File: src/rtl/rr_bus_arb_4_pkg.sv
// rr_bus_arb_4_pkg: shared types and sizes for the 4-way round-robin bus arbiter
package rr_bus_arb_4_pkg;
    localparam int NUM_REQ = 4;
    localparam int SEL_W = 2;
    typedef enum logic {IDLE, BUSY} state_t;
    typedef logic [SEL_W-1:0] sel_t;
endpackage

File: src/rtl/rr_pick4.sv
// rr_pick4: picks the first active request after ptr, wrapping so ptr itself is checked last
module rr_pick4
    import rr_bus_arb_4_pkg::*;
(
    input  logic [NUM_REQ-1:0] req,
    input  sel_t               ptr,
    output sel_t               winner,
    output logic               any
);
    always_comb begin
        winner = ptr;
        any = |req;
        // walk from lowest to highest priority so the nearest requester overwrites last
        for (int k = NUM_REQ - 1; k >= 0; k--)
            if (req[ptr + sel_t'(k + 1)]) winner = ptr + sel_t'(k + 1);
    end
endmodule

File: src/rtl/rr_bus_arb_4.sv
// rr_bus_arb_4: round-robin packet arbiter driving one registered WIDTH-bit output stage
module rr_bus_arb_4
    import rr_bus_arb_4_pkg::*;
#(
    parameter int WIDTH = 8,
    parameter int TIMEOUT = 15
) (
    input  logic                     i_clk,
    input  logic                     i_rst_n,
    input  logic [NUM_REQ-1:0]       i_req_valid,
    input  logic [NUM_REQ*WIDTH-1:0] i_req_data,
    input  logic [NUM_REQ-1:0]       i_req_last,
    output logic [NUM_REQ-1:0]       o_req_ready,
    output logic                     o_valid,
    output logic [WIDTH-1:0]         o_data,
    output logic                     o_last,
    output sel_t                     o_src,
    input  logic                     i_ready,
    output logic                     o_timeout
);
    state_t           state;
    sel_t             ptr, grant, winner;
    logic             any, can_load, xfer, lane_valid, lane_last;
    logic [WIDTH-1:0] lane_data;
    logic [7:0]       idle_cnt;

    rr_pick4 u_pick (.req(i_req_valid), .ptr(ptr), .winner(winner), .any(any));

    always_comb begin
        lane_data = i_req_data[grant*WIDTH +: WIDTH];
        lane_valid = i_req_valid[grant];
        lane_last = i_req_last[grant];
        can_load = !o_valid || i_ready;
        o_req_ready = (state == BUSY && can_load) ? NUM_REQ'(1) << grant : '0;
        xfer = lane_valid && o_req_ready[grant];
    end

    always_ff @(posedge i_clk or negedge i_rst_n) begin
        if (!i_rst_n) begin
            state <= IDLE;
            ptr <= sel_t'(NUM_REQ - 1);
            grant <= '0;
            idle_cnt <= '0;
            o_valid <= 1'b0;
            o_data <= '0;
            o_last <= 1'b0;
            o_src <= '0;
            o_timeout <= 1'b0;
        end else begin
            o_timeout <= 1'b0;
            if (xfer) begin
                o_data <= lane_data;
                o_last <= lane_last;
                o_src <= grant;
                o_valid <= 1'b1;
            end else if (i_ready) begin
                o_valid <= 1'b0;
            end
            if (state == IDLE) begin
                if (any) begin
                    grant <= winner;
                    idle_cnt <= '0;
                    state <= BUSY;
                end
            end else if (xfer) begin
                idle_cnt <= '0;
                if (lane_last) begin
                    ptr <= grant;
                    state <= IDLE;
                end
            end else if (!lane_valid && can_load) begin
                // a stalled sink holds the count; only a silent requester ages the lock
                if (idle_cnt == 8'(TIMEOUT - 1)) begin
                    o_timeout <= 1'b1;
                    ptr <= grant;
                    idle_cnt <= '0;
                    state <= IDLE;
                end else begin
                    idle_cnt <= idle_cnt + 8'd1;
                end
            end
        end
    end
endmodule

File: config.mk
export PLATFORM = sky130hd
export DESIGN_NAME = rr_bus_arb_4
export DESIGN_NICKNAME = d
export VERILOG_FILES = /design/src/rtl/rr_bus_arb_4_pkg.sv /design/src/rtl/rr_pick4.sv /design/src/rtl/rr_bus_arb_4.sv
export SDC_FILE = /design/constraint.sdc
export NUM_CORES = 1
export LEC_CHECK = 0
export CAP_MARGIN = 20
export CORE_ASPECT_RATIO = 1.75
export CORE_MARGIN = 2
export CORE_UTILIZATION = 40
export DETAILED_ROUTE_END_ITERATION = 8
export GPL_ROUTABILITY_DRIVEN = 0
export PLACE_DENSITY = 0.75
export SLEW_MARGIN = 20
export SYNTH_ARGS = -nofsm -noshare
export SYNTH_HDL_FRONTEND = slang
export SYNTH_SLANG_ARGS = --single-unit
export TNS_END_PERCENT = 20
File: constraint.sdc
create_clock -name i_clk -period 2.2 [get_ports i_clk]
set_input_delay 0.22 -clock i_clk [delete_from_list [all_inputs] [get_ports i_clk]]
set_output_delay 0.22 -clock i_clk [all_outputs]
set_load 0.02 [all_outputs]
==> results of run 1 <==
-- sequential cells by signal, indices dropped and copies added (netlist names) --
name	flops
o_src	2
idle_cnt	8
o_timeout	1
o_data	8
o_last	1
o_valid	1
grant	2
state	1
ptr	2
-- stage by stage --
| step | instance area (µm²) | utilization | power (W) |
|---|---|---|---|
| after global placement | 2210 | 0.609 | 0.00236 |
| after global routing | 2280 | 0.628 | 0.00291 |
| after detailed placement | 2210 | 0.609 | 0.00243 |
| after floorplan | 1510 | - | 0.00179 |
| final | 2280 | 0.628 | 0.00273 |
| after CTS | 2260 | 0.624 | 0.00275 |
-- worst max-delay path by stage --
stage                     cells after the start                      end
final                                         6           o_req_ready[1]
after floorplan                               6       ptr[0]$_DFFE_PN1P_
after detailed placement                      5       ptr[1]$_DFFE_PN1P_
after global routing                          6           o_req_ready[1]
after CTS                                     6       ptr[1]$_DFFE_PN1P_
after global placement                        6  idle_cnt[6]$_DFFE_PN0P_
-- critical path: cells and delay by family --
family / cells / cell delay, ns
buf+inv: 2 / 1.05
simple gates: 4 / 0.58
-- final cells by class --
class | count | share of cell area
timing repair buffer | 69 | 0.301
tap | 46 | 0.0252
multi-input combinational | 94 | 0.355
clock buffer | 4 | 0.0241
inverter | 5 | 0.00823
sequential | 26 | 0.286
-- power breakdown --
group          switching [W]  leakage (nW)  internal (W)
clock               0.000152        0.0288      0.000160
sequential          0.000146         0.316      0.000679
combinational       0.000735         0.619      0.000856
-- per-layer routing --
| layer | up-vias | GRT usage |
|---|---|---|
| met4 | 0 | 0.128 |
| met1 | 697 | 0.226 |
| met3 | 8 | 0.0176 |
| met5 | - | 0 |
| met2 | 41 | 0.415 |
| li1 | 629 | - |
-- cells by family after synthesis --
group,after synthesis
multiplexers,26
AND/OR/NAND/NOR,40
flip-flops,26
adder cells (fa/ha/maj),2
AO/OA/AOI/OAI,26
buffers and inverters,13
-- placed cells by master, fill, tap and decap left out, types with 2 or more instances in the layout --
| master | Yosys | final |
|---|---|---|
| a21oi_1 | 10 | 10 |
| or4_1 | 4 | 4 |
| nand2b_1 | 2 | 2 |
| mux4_2 | 10 | 10 |
| nor3_1 | 2 | 2 |
| nor4_1 | 2 | 2 |
| mux2_2 | 12 | 12 |
| clkbuf_8 | 0 | 4 |
| inv_1 | 5 | 5 |
| clkdlybuf4s50_1 | 0 | 56 |
| o21ai_0 | 7 | 6 |
| nand4_1 | 2 | 2 |
| dlymetal6s2s_1 | 0 | 3 |
| dfstp_2 | 2 | 2 |
| nand3_1 | 3 | 3 |
| or3_1 | 4 | 3 |
| nand2_1 | 9 | 9 |
| a31oi_1 | 2 | 2 |
| dfrtp_1 | 24 | 24 |
| mux2i_1 | 2 | 2 |
| nor2_1 | 7 | 7 |
| o31ai_1 | 4 | 4 |
| buf_4 | 0 | 9 |
| ha_1 | 2 | 2 |
| mux2_4 | 2 | 2 |
-- repair_timing --
action	CTS	global route
gates resized for setup	1	5
setup buffers	0	0
endpoints found under the setup margin	4	5
==> metrics.md, run 1 <==
| Metric | Value |
|---|---|
| Met3 Wirelength | 120 µm |
| Worst EP arrival | 1.86 ns |
| Multi-input logic area | 810 µm² |
| CP Launch Point | i_ready |
| Final Slew Violations | 0 |
| Post-synth top area cell | dfrtp_1 |
| Max-cap violations | 0 |
| CTS Buf Count | 3 |
| Flops & latches, synth | 26 |
| Post-synthesis compound-gate area fraction | 0.0984 |
| CP peak stage delay | 0.60 ns |
| Met1 wire length | 1450 µm |
| Power Density | 1200 nW/µm² |
| Reg2reg path depth | 6 |
| Asr flop ratio synth | 1.00 |
| Endpoint of the worst register-to-register path | ptr[1]$_DFFE_PN1P_ |
| Crit path top cell by count | clkdlybuf4s50_1 |
| Worst-path fanout max | 6 |
| CTS root buf | clkbuf_8 |
| Synth Net Count | 178 |
| Clock sink count | 26 |
| DR DRC count | 0 |
| Post-synth EDFFs | 0 |
| Initial drt markers | 38 |
| Skew-Pair Late Insertion Delay | 0.27 ns |
| XOR/XNOR share of the synthesized area | 0 |
| Final Hold Vio Count | 0 |
| Mean number of vias per cell | 5.64 |
| Largest family of logic cells by synthesized area | multiplexers |
| CTS tree | built |
| Multiplexer area fraction after synthesis | 0.271 |
| Final worst slack | 0.124 ns |
| Pre-antenna DRT Iters | 4 |
| Hold Crit Class | in -> async |
| I/O pin total | 60 |
| CP Class | in -> out |
| F_max | 482 MHz |
| Endpoints failing setup | 0 |
| DP Cell Count | 240 |
| Remaining antenna violation count after routing | 0 |
| Synth unique cells | 33 |
| Final-layout fill cell count | 303 |
| H-tree depth | 1 |
| Status | completed |
| Top cell type's share of synthesized area | 0.397 |
| Slowest CP cell | clkdlybuf4s50_1 |
| Post-synth top cells | 24 x dfrtp_1, 12 x mux2_2, 10 x a21oi_1, 10 x mux4_2, 9 x nand2_1 |
| Syn avg cell area | 11.4 µm² |
| Clk buf depth | 2 |
| Vias in the first global route | 1499 |
| Area Growth Syn to Fin | 50.7% |
| Most common cell in the synthesized netlist | dfrtp_1 |
| Met2 routed WL | 2630 µm |
| Synth Instances | 133 |
| Simple-Gate Fraction of Synth Area | 0.144 |
| R2r setup slk | 0.16 ns |
| CP Capture Type | output port |
| Crit path required time | 1.98 ns |
| Global-route wire length before repair | 7090 µm |
| GRT Total Usage | 0.220 |
| Post-synthesis sequential area ratio | 0.432 |
| Final non-filler cell total | 244 |
| Layout cells sized above 1 | 0.212 |
| Core area | 3630 µm² |
| Prevailing post-synth register cell | dfrtp_1 |
| Worst IR Drop VDD | 0.000784 V |
| Final TNS setup | 0 ns |
| Post-route minimum period | 2.08 ns |
| Least-Margin Pin Slew | 0.500 ns |
| Synth Cell Area | 1510 µm² |
| Post-CTS Hold Buffers | 0 |
| DR top layer | met4 |
| IO Port Bufs | 59 |
| Initial Util | 0.417 |
| Max Clock Skew | 0.00378 ns |
| Leakage Power | 0.963 nW |
| Clk pin slew, worst setup/hold paths | 0.09 ns |
| Chip height | 85.4 µm |
| Antenna violations before repair | 0 |
| Die footprint | 4310 µm² |
| Final wirelength | 4320 µm |
| Most area-consuming cells after synthesis | dfrtp_1 40%, mux4_2 15%, mux2_2 8.9% |
| Largest net degree at the start of global routing | 27 |
| Post-DP HPWL | 3390 µm |
| Slew margin rel. | 0.664 |
| Final worst path period share | 0.944 |
| Area occupied by registers | 653 µm² |
| Worst R2R Start | idle_cnt[0]$_DFFE_PN0P_ |
| CP startpoint kind | primary input |
| Row Count | 29 |
| Antenna cells | 0 |
| Worst hold margin | 0.316 ns |
| Post-place setup slack | 0.0222 ns |
| Post-Synth Adder-Cell Area | 0.0165 |
| Vias post-DR | 1375 |
| Synth warn | 0 |
| Critical Path, Cell by Cell | clkdlybuf4s50_1 -> nand2b_1 -> and2_1 -> nand2_1 -> nor2_1 -> clkdlybuf4s50_1 |
| Routed wire per std cell | 17.7 µm |
| Die width | 50.5 µm |
| RSZ-0062 raised after global routing | no |
| Final Net Count | 244 |
| Total grt overflow | 0 |
Note: power is estimated with default switching activity, not from simulation.
==> inputs of run 2 (changes only) <==
- ABC_AREA: default -> 1
- PLACE_DENSITY: 0.75 -> 0.72
- RECOVER_POWER: default -> 25
==> metrics.md, run 2 <==
| Metric | Value |
|---|---|
| Mean number of vias per cell | 4.97 |
| Slew margin rel. | 0.0669 |
| Synth Instances | 244 |
| Pre-antenna DRT Iters | 4 |
| Crit path required time | 1.98 ns |
| DR DRC count | 0 |
| Resized Gates After CTS | 0 |
| Die footprint | 4870 µm² |
| Flops & latches, synth | 26 |
| Final non-filler cell total | 353 |
| Worst IR Drop VDD | 0.000695 V |
| Max-cap violations | 0 |
| Largest net degree at the start of global routing | 27 |
| Synth Net Count | 289 |
| Worst-path fanout max | 11 |
| Die width | 53.6 µm |
| Asr flop ratio synth | 1.00 |
| H-tree depth | 1 |
| CTS Buf Count | 3 |
| Power Density | 1230 nW/µm² |
| Post-DP HPWL | 3620 µm |
| Post-CTS Setup Bufs | 0 |
| Final-layout fill cell count | 386 |
| Most common cell in the synthesized netlist | nand2_1 |
| Chip height | 90.8 µm |
| F_max | 486 MHz |
| Part of the power in registers | 0.287 |
| Clk pin slew, worst setup/hold paths | 0.09 ns |
| Antenna violations before repair | 0 |
| Endpoints failing setup | 0 |
| Core area | 4150 µm² |
| Leakage Power | 1.16 nW |
| CTS tree | built |
| Post-CTS Hold Buffers | 0 |
| Vias post-DR | 1754 |
| Logic gate share of total power | 0.608 |
| Synth Cell Area | 1720 µm² |
| RSZ-0062 raised after global routing | no |
| Vias in the first global route | 1638 |
| CP peak stage delay | 0.67 ns |
| CTS root buf | clkbuf_8 |
| Final worst path period share | 0.935 |
| Worst hold margin | 0.477 ns |
| Commonest cells after routing, fill and taps aside | 89 x nand2_1, 58 x clkdlybuf4s50_1, 36 x nand3_1, 24 x dfrtp_1 |
| Hold Crit Class | reg -> reg |
| Dpl cell area | 2350 µm² |
| Worst EP arrival | 1.84 ns |
| Row Count | 31 |
| Layout cells sized above 1 | 0.105 |
| Global-route wire length before repair | 7440 µm |
| Post-synthesis sequential area ratio | 0.379 |
| Synth warn | 0 |
| Final Hold Vio Count | 0 |
| Prevailing post-synth register cell | dfrtp_1 |
| Least-Margin Pin Slew | 1.40 ns |
| Switching Share | 0.480 |
| Fin util | 0.578 |
| Critical Path, Cell by Cell | inv_8 -> nor3_1 -> clkdlybuf4s50_1 |
| Initial Util | 0.415 |
| Routed wire per std cell | 13.1 µm |
| Slowest CP cell | dfrtp_1 |
| Biggest regs | idle_cnt (8), o_data (8) |
| Status | completed |
| Synth unique cells | 28 |
| CP Class | reg -> out |
| Final Net Count | 350 |
| Clock sink count | 26 |
| Post-synth EDFFs | 0 |
| CP startpoint kind | flip-flop |
| Post-synth top area cell | dfrtp_1 |
| Most common cell after layout, fill and taps aside | nand2_1 |
| Max Clock Skew | 0.00255 ns |
| Switch Pwr | 0.00141 W |
| Syn avg cell area | 7.06 µm² |
| Clk buf depth | 2 |
| Skew-Pair Late Insertion Delay | 0.27 ns |
| GRT Total Usage | 0.204 |
| Post-route minimum period | 2.06 ns |
| Final Slew Violations | 0 |
| CP Capture Type | output port |
| Most area-consuming cells after synthesis | dfrtp_1 35%, nand2_1 19%, nand3_1 10% |
| Share of total power in the clock network | 0.105 |
| Total grt overflow | 0 |
| Area Growth Syn to Fin | 39.3% |
| Antenna cells | 0 |
| Top cell type's share of synthesized area | 0.349 |
| Final TNS setup | 0 ns |
| IO Port Bufs | 59 |
| Remaining antenna violation count after routing | 0 |
| Final wirelength | 4630 µm |
| Post-synth top cells | 89 x nand2_1, 36 x nand3_1, 24 x dfrtp_1 |
| Final Instance Area | 2400 µm² |
| Initial drt markers | 53 |
| DP Cell Count | 349 |
| I/O pin total | 60 |
| Internal power | 0.00153 W |
## run 2: kinds of logic (layout without fill, tap and decap cells)
group,Yosys count,after routing,synth area share
xor gates and xnor gates,3,3,0.0153
adders and majority gates,2,2,0.0145
buffers and inverters,27,87,0.0807
DFF,26,26,0.379
AOI/OAI and AO/OA,26,26,0.0974
and+or+nand+nor,160,160,0.413
## run 2: metal layers
layer	vias up	track usage	wire length, µm
met3	9	0.0232	207
met2	48	0.347	2500
met1	796	0.245	1810
li1	901	-	-
met5	-	0	0
met4	0	0.0919	111
## run 2: cell type report
cell class | instances | area (µm²) | area share
Sequential cell | 26 | 653 | 0.272
Clock buffer | 4 | 55.1 | 0.0230
Tap cell | 49 | 61.3 | 0.0256
Inverter | 20 | 82.6 | 0.0344
Timing Repair Buffer | 63 | 617 | 0.257
Multi-Input combinational cell | 191 | 930 | 0.388
## run 2: final timing paths
path                       cells after the start                  from  slack [ns]                      end
max                                            3  grant[0]$_DFFE_PN0P_        0.14           o_req_ready[1]
max reg2reg                                    7  grant[0]$_DFFE_PN0P_        0.49  idle_cnt[6]$_DFFE_PN0P_
min                                            2    o_last$_DFFE_PN0P_        0.48       o_last$_DFFE_PN0P_
min in group asynchronous                      2               i_rst_n        0.79  idle_cnt[0]$_DFFE_PN0P_
max in group asynchronous                      2               i_rst_n        0.60    o_data[5]$_DFFE_PN0P_
min reg2reg                                    2    o_last$_DFFE_PN0P_        0.48       o_last$_DFFE_PN0P_
## run 2: power by group through the flow
| stage | Clock (W) | Sequential, W | Combinational (W) |
|---|---|---|---|
| finish | 0.000310 | 0.000845 | 0.00179 |
| global route | 0.000338 | 0.000873 | 0.00197 |
| CTS | 0.000323 | 0.000845 | 0.00181 |
| detailed placement | 0 | 0.000852 | 0.00180 |
| global placement | 0 | 0.000852 | 0.00178 |
| floorplan | 0 | 0.000881 | 0.00120 |
## run 2: critical path, delay by kind of cell, from the launching register on
family	cells	cell delay (ns)
AND/OR/NAND/NOR	1	0.19
buffers and inverters	2	0.70
flip-flops	1	0.67
## run 2: through the flow
| step | setup WS, ns | power, W |
|---|---|---|
| finish | 0.143 | 0.00295 |
| global route | 0.0451 | 0.00318 |
| CTS | 0.133 | 0.00298 |
| detailed placement | 0.215 | 0.00265 |
| global placement | 0.235 | 0.00264 |
| floorplan | 0.717 | 0.00208 |
==> inputs of run 3 (changes only) <==
- CAP_MARGIN: 20 -> 40
- PLACE_DENSITY: 0.72 -> 0.75
- clock period: 2.2 -> 1.66 ns (I/O delays scaled with it)
==> metrics.md, run 3 (same netlist as run 2, synthesis figures left out) <==
| Metric | Value |
|---|---|
| CP Buf/Inv Count | 3 |
| Worst R2R Start | idle_cnt[0]$_DFFE_PN0P_ |
| Initial drt markers | 30 |
| Core area | 4150 µm² |
| Commonest cells after routing, fill and taps aside | 89 x nand2_1, 54 x clkdlybuf4s50_1, 36 x nand3_1, 23 x dfrtp_1, 17 x inv_1 |
| Part of the power in registers | 0.269 |
| Switching Share | 0.467 |
| Final worst path period share | 0.951 |
| Total grt overflow | 0 |
| DR DRC count | 0 |
| Internal power | 0.00216 W |
| Worst-path fanout max | 5 |
| Die footprint | 4870 µm² |
| CP Capture Type | output port |
| Area Growth Syn to Fin | 44.0% |
| Max-cap violations | 0 |
| Routed wire per std cell | 13.0 µm |
| Die width | 53.6 µm |
| Largest net degree at the start of global routing | 27 |
| Met2 usage in global routing | 0.374 |
| GRT Total Usage | 0.209 |
| Met1 Usage GRT | 0.245 |
| Slowest CP cell | dfrtp_1 |
| I/O pin total | 60 |
| Biggest regs | idle_cnt (8), o_data (8) |
| Share of total power in the clock network | 0.100 |
| Final wirelength | 4720 µm |
| Power Density | 1640 nW/µm² |
| Crit path max-delay family | buffers and inverters |
| Switch Pwr | 0.00190 W |
| Layout cells sized above 1 | 0.144 |
| Reg2reg path depth | 7 |
| Post-place setup slack | -0.190 ns |
| Vias in the first global route | 1754 |
| Most common cell after layout, fill and taps aside | nand2_1 |
| Vias post-DR | 1818 |
| Clock sink count | 26 |
| Antenna violations before repair | 0 |
| Least-Margin Pin Slew | 0.681 ns |
| Leakage Power | 1.23 nW |
| Global-route wire length before repair | 7690 µm |
| Hold Crit Class | in -> async |
| Initial Util | 0.415 |
| Final Slew Violations | 0 |
| IO Port Bufs | 59 |
| Final worst slack | 0.0820 ns |
| Overall Power | 0.00406 W |
| Slew margin rel. | 0.546 |
| CP Class | reg -> out |
| Fin util | 0.597 |
| Final TNS setup | 0 ns |
| CP startpoint kind | flip-flop |
| Post-route minimum period | 1.58 ns |
| Remaining antenna violation count after routing | 0 |
| Endpoint of the worst register-to-register path | idle_cnt[7]$_DFFE_PN0P_ |
| CTS Buf Count | 3 |
| Critical Path, Cell by Cell | inv_1 -> nor2_4 -> nor2_8 -> inv_2 -> nor3_1 -> dlygate4sd2_1 |
| Cell depth of the worst setup path | 6 |
| Clk buf depth | 2 |
| Mean number of vias per cell | 5.02 |
| Antenna cells | 0 |
| Worst IR Drop VDD | 0.00114 V |
| Status | completed |
| Pre-antenna DRT Iters | 4 |
| Chip height | 90.8 µm |
| H-tree depth | 1 |
| GRT busiest layer | met2 |
| Max Clock Skew | 0.00671 ns |
| CP peak stage delay | 0.38 ns |
| CP Launch Point | o_valid$_DFFE_PN0P_ |
| CTS tree | built |
| Final Net Count | 359 |
| Crit path required time | 1.49 ns |
| Clk pin slew, worst setup/hold paths | 0.09 ns |
| Worst EP arrival | 1.41 ns |
| CTS root buf | clkbuf_8 |
| RSZ-0062 raised after global routing | no |
| R2r setup slk | 0.19 ns |
| M3 GR Usage | 0.0232 |
| Endpoints failing setup | 0 |
| CP Capture Point | o_req_ready[1] |
| Post-CTS Setup Bufs | 0 |
| Row Count | 31 |
| Post-DP HPWL | 3610 µm |
| F_max | 634 MHz |
| Logic gate share of total power | 0.631 |
| Final Hold Vio Count | 0 |
| Skew-Pair Late Insertion Delay | 0.27 ns |
## run 3: cell count changes in the layout (fill, tap and decap cells not counted), moves of 2 or more
cell	previous run	this run
clkbuf_2	0	2
clkdlybuf4s50_1	58	54
dlygate4sd2_1	0	2
buf_4	3	11
## run 3: worst min-delay path by stage
| stage | endpoint | startpoint | cells past startpoint |
|---|---|---|---|
| after detailed placement | o_data[7]$_DFFE_PN0P_ | o_data[7]$_DFFE_PN0P_ | 2 |
| after global placement | o_last$_DFFE_PN0P_ | o_last$_DFFE_PN0P_ | 2 |
| after floorplan | grant[0]$_DFFE_PN0P_ | i_rst_n | 0 |
| final | o_valid$_DFFE_PN0P_ | i_rst_n | 2 |
| after global routing | o_valid$_DFFE_PN0P_ | i_rst_n | 2 |
| after CTS | idle_cnt[1]$_DFFE_PN0P_ | i_rst_n | 2 |
## run 3: area by class of cell
| class | instances | area, µm² |
|---|---|---|
| clock buffer | 4 | 55.1 |
| fill | 390 | 1670 |
| inverter | 20 | 82.6 |
| multi-input combinational | 191 | 932 |
| sequential | 26 | 654 |
| tap | 49 | 61.3 |
| timing repair buffer | 72 | 693 |
## run 3: routing by layer
layer | routed length [µm] | share of wire
met4 | 97 | 0.021
met1 | 1860 | 0.39
met5 | 0 | 0
met3 | 144 | 0.031
met2 | 2610 | 0.55
## run 3: repair_timing
item / CTS / global route
setup endpoints to repair: 4 / 3
hold buffers: 0 / 0
resized for setup: 4 / 5
## run 3: stage by stage
stage / hold slack (ns) / area (µm²) / cells
4_1_cts: 0.272 / 2480 / 362
3_5_place_dp: 0.467 / 2430 / 358
2_1_floorplan: -0.130 / 1720 / 244
6_report: 0.455 / 2480 / 362
3_3_place_gp: 0.458 / 2430 / 358
5_1_grt: 0.489 / 2480 / 362
## run 3: power by group through the flow
stage | logic [W] | registers, W | clock network, W
6_report | 0.00256 | 0.00109 | 0.000407
5_1_grt | 0.00283 | 0.00112 | 0.000451
4_1_cts | 0.00259 | 0.00109 | 0.000428
3_5_place_dp | 0.00261 | 0.00109 | 0
3_3_place_gp | 0.00258 | 0.00109 | 0
2_1_floorplan | 0.00159 | 0.00117 | 0
==> edit: new RTL, config.mk and constraints of run 1 <==
Reset style: synchronous (`i_rst_n`), changed in one clocked block.
--- a/src/rtl/rr_bus_arb_4.sv
+++ b/src/rtl/rr_bus_arb_4.sv
@@ -35,7 +35,7 @@
         xfer = lane_valid && o_req_ready[grant];
     end
 
-    always_ff @(posedge i_clk or negedge i_rst_n) begin
+    always_ff @(posedge i_clk) begin
         if (!i_rst_n) begin
             state <= IDLE;
             ptr <= sel_t'(NUM_REQ - 1);
Formal check against the unedited RTL: differs if i_rst_n is asserted again (counterexample within 4 cycles, from zero or initial values and one cycle with i_rst_n low); with i_rst_n held inactive, the same outputs for 10 cycles.
==> edit against run 1 <==
Wire length fell by 11%; sequential cell count did not move; worst hold slack gained 0.15 ns; sequential share of layout area shrank 5.4 points; final area down 1.6%; worst setup slack gained 0.065 ns; critical path type unchanged; area after synthesis grew 0.17%.
Power is not compared: it rests on default switching activity, and its combinational part moved more than twofold at a synthesized area within 25%.
==> edit: results (changes against run 1) <==
=================================================================================
Status .............................................................    completed
Fraction of synthesis flops using an asynchronous set or reset pin .            0   -1.00
Worst Hold Margin ..................................................     0.463 ns   +0.147 ns
Number of gates resized after CTS ..................................            0   -1
Clock network area share ...........................................       0.0184   -0.00574
Shortest period the worst path allows ..............................      2.01 ns   -0.0647 ns
Fraction of met1 tracks used by global routing .....................        0.211   -0.0153
Sequential portion of the cell area ................................        0.232   -0.0545
Repair and plain buffers ...........................................           71   +2.9%
Cell area after placement ..........................................     2200 um2   -0.34%
Routed length on met1 ..............................................      1520 um   +4.8%
Top cells by count, synth .......................................... sky130_fd_sc_hd__nand2_1 (31), sky130_fd_sc_hd__dfxtp_1 (26), sky130_fd_sc_hd__a21boi_0 (12), sky130_fd_sc_hd__a21oi_1 (11), sky130_fd_sc_hd__mux4_2 (8)
Final nets .........................................................          276   +13%
Arrival @ worst endpoint ...........................................      1.79 ns   -0.07 ns
Reg-to-Reg End .....................................................       ptr[0]
First-pass GRT wire length .........................................      6560 um   -7.5%
Netlist cell types .................................................           38   +15%
Average wire length per cell after detail routing ..................      14.0 um   -21%
Vias in the first global route .....................................        1,477   -1.5%
Met3 Use GR ........................................................       0.0158   -0.00176
Most used DFF post-synth ........................................... sky130_fd_sc_hd__dfxtp_1
Worst-path maximum fanout ..........................................            4   -2
Non-clock inverter total of the final layout .......................            3   -2
Synthesized area divided by synthesized cell count .................     9.18 um2   -19%
Reg2reg setup slack ................................................      0.44 ns   +0.28 ns
Total Routing Usage GR .............................................        0.194   -0.0260
Non-clock buffer share .............................................        0.303   +0.00263
Placed instance count ..............................................          272   +13%
Filler Cells Inserted ..............................................          321   +5.9%
Clock tree skew after final layout .................................   0.00380 ns   +0.0000127 ns
Starting DRT DRC Count .............................................           25   -34%
Ratio of cells with drive above 1 in the final layout ..............        0.114   -0.0986
Placed wire-length estimate ........................................      3160 um   -6.8%
Pre-CTS worst setup slack ..........................................     0.106 ns   +0.0838 ns
Transition time at the pin with the least slew margin ..............     0.587 ns   +0.0866 ns
Multi-input logic cell count .......................................          126   +34%
Multi-input gate share of the layout cell area .....................        0.416   +0.0604
Number of cells on the worst reg-to-reg path .......................            4   -2
Class of the worst hold path ....................................... flop to flop
Post-synthesis to final-layout area growth .........................        48.1%
Syn_nets ...........................................................          210   +18%
=================================================================================
[edit: changes by cell type in the layout (fill, tap and decap cells not counted), moves of 3 or more]
cell                              change
sky130_fd_sc_hd__nor2b_1              +5
sky130_fd_sc_hd__dfxtp_1             +26
sky130_fd_sc_hd__mux2_2              -12
sky130_fd_sc_hd__dfrtp_1             -24
sky130_fd_sc_hd__clkdlybuf4s50_1      +3
sky130_fd_sc_hd__buf_4                +3
sky130_fd_sc_hd__a21boi_0            +12
sky130_fd_sc_hd__dlymetal6s2s_1       -3
sky130_fd_sc_hd__nand2_1             +22
[edit: cell families (layout without fill, tap and decap cells)]
| kind of cell | count (synthesis) | in the layout | synth area share |
|---|---|---|---|
| and+or+nand+nor | 71 | 71 | 0.239 |
| AOI/OAI and AO/OA | 39 | 39 | 0.171 |
| DFF | 26 | 26 | 0.344 |
| muxes | 14 | 14 | 0.188 |
| buffers and inverters | 13 | 77 | 0.0413 |
| adders and majority gates | 2 | 2 | 0.0165 |
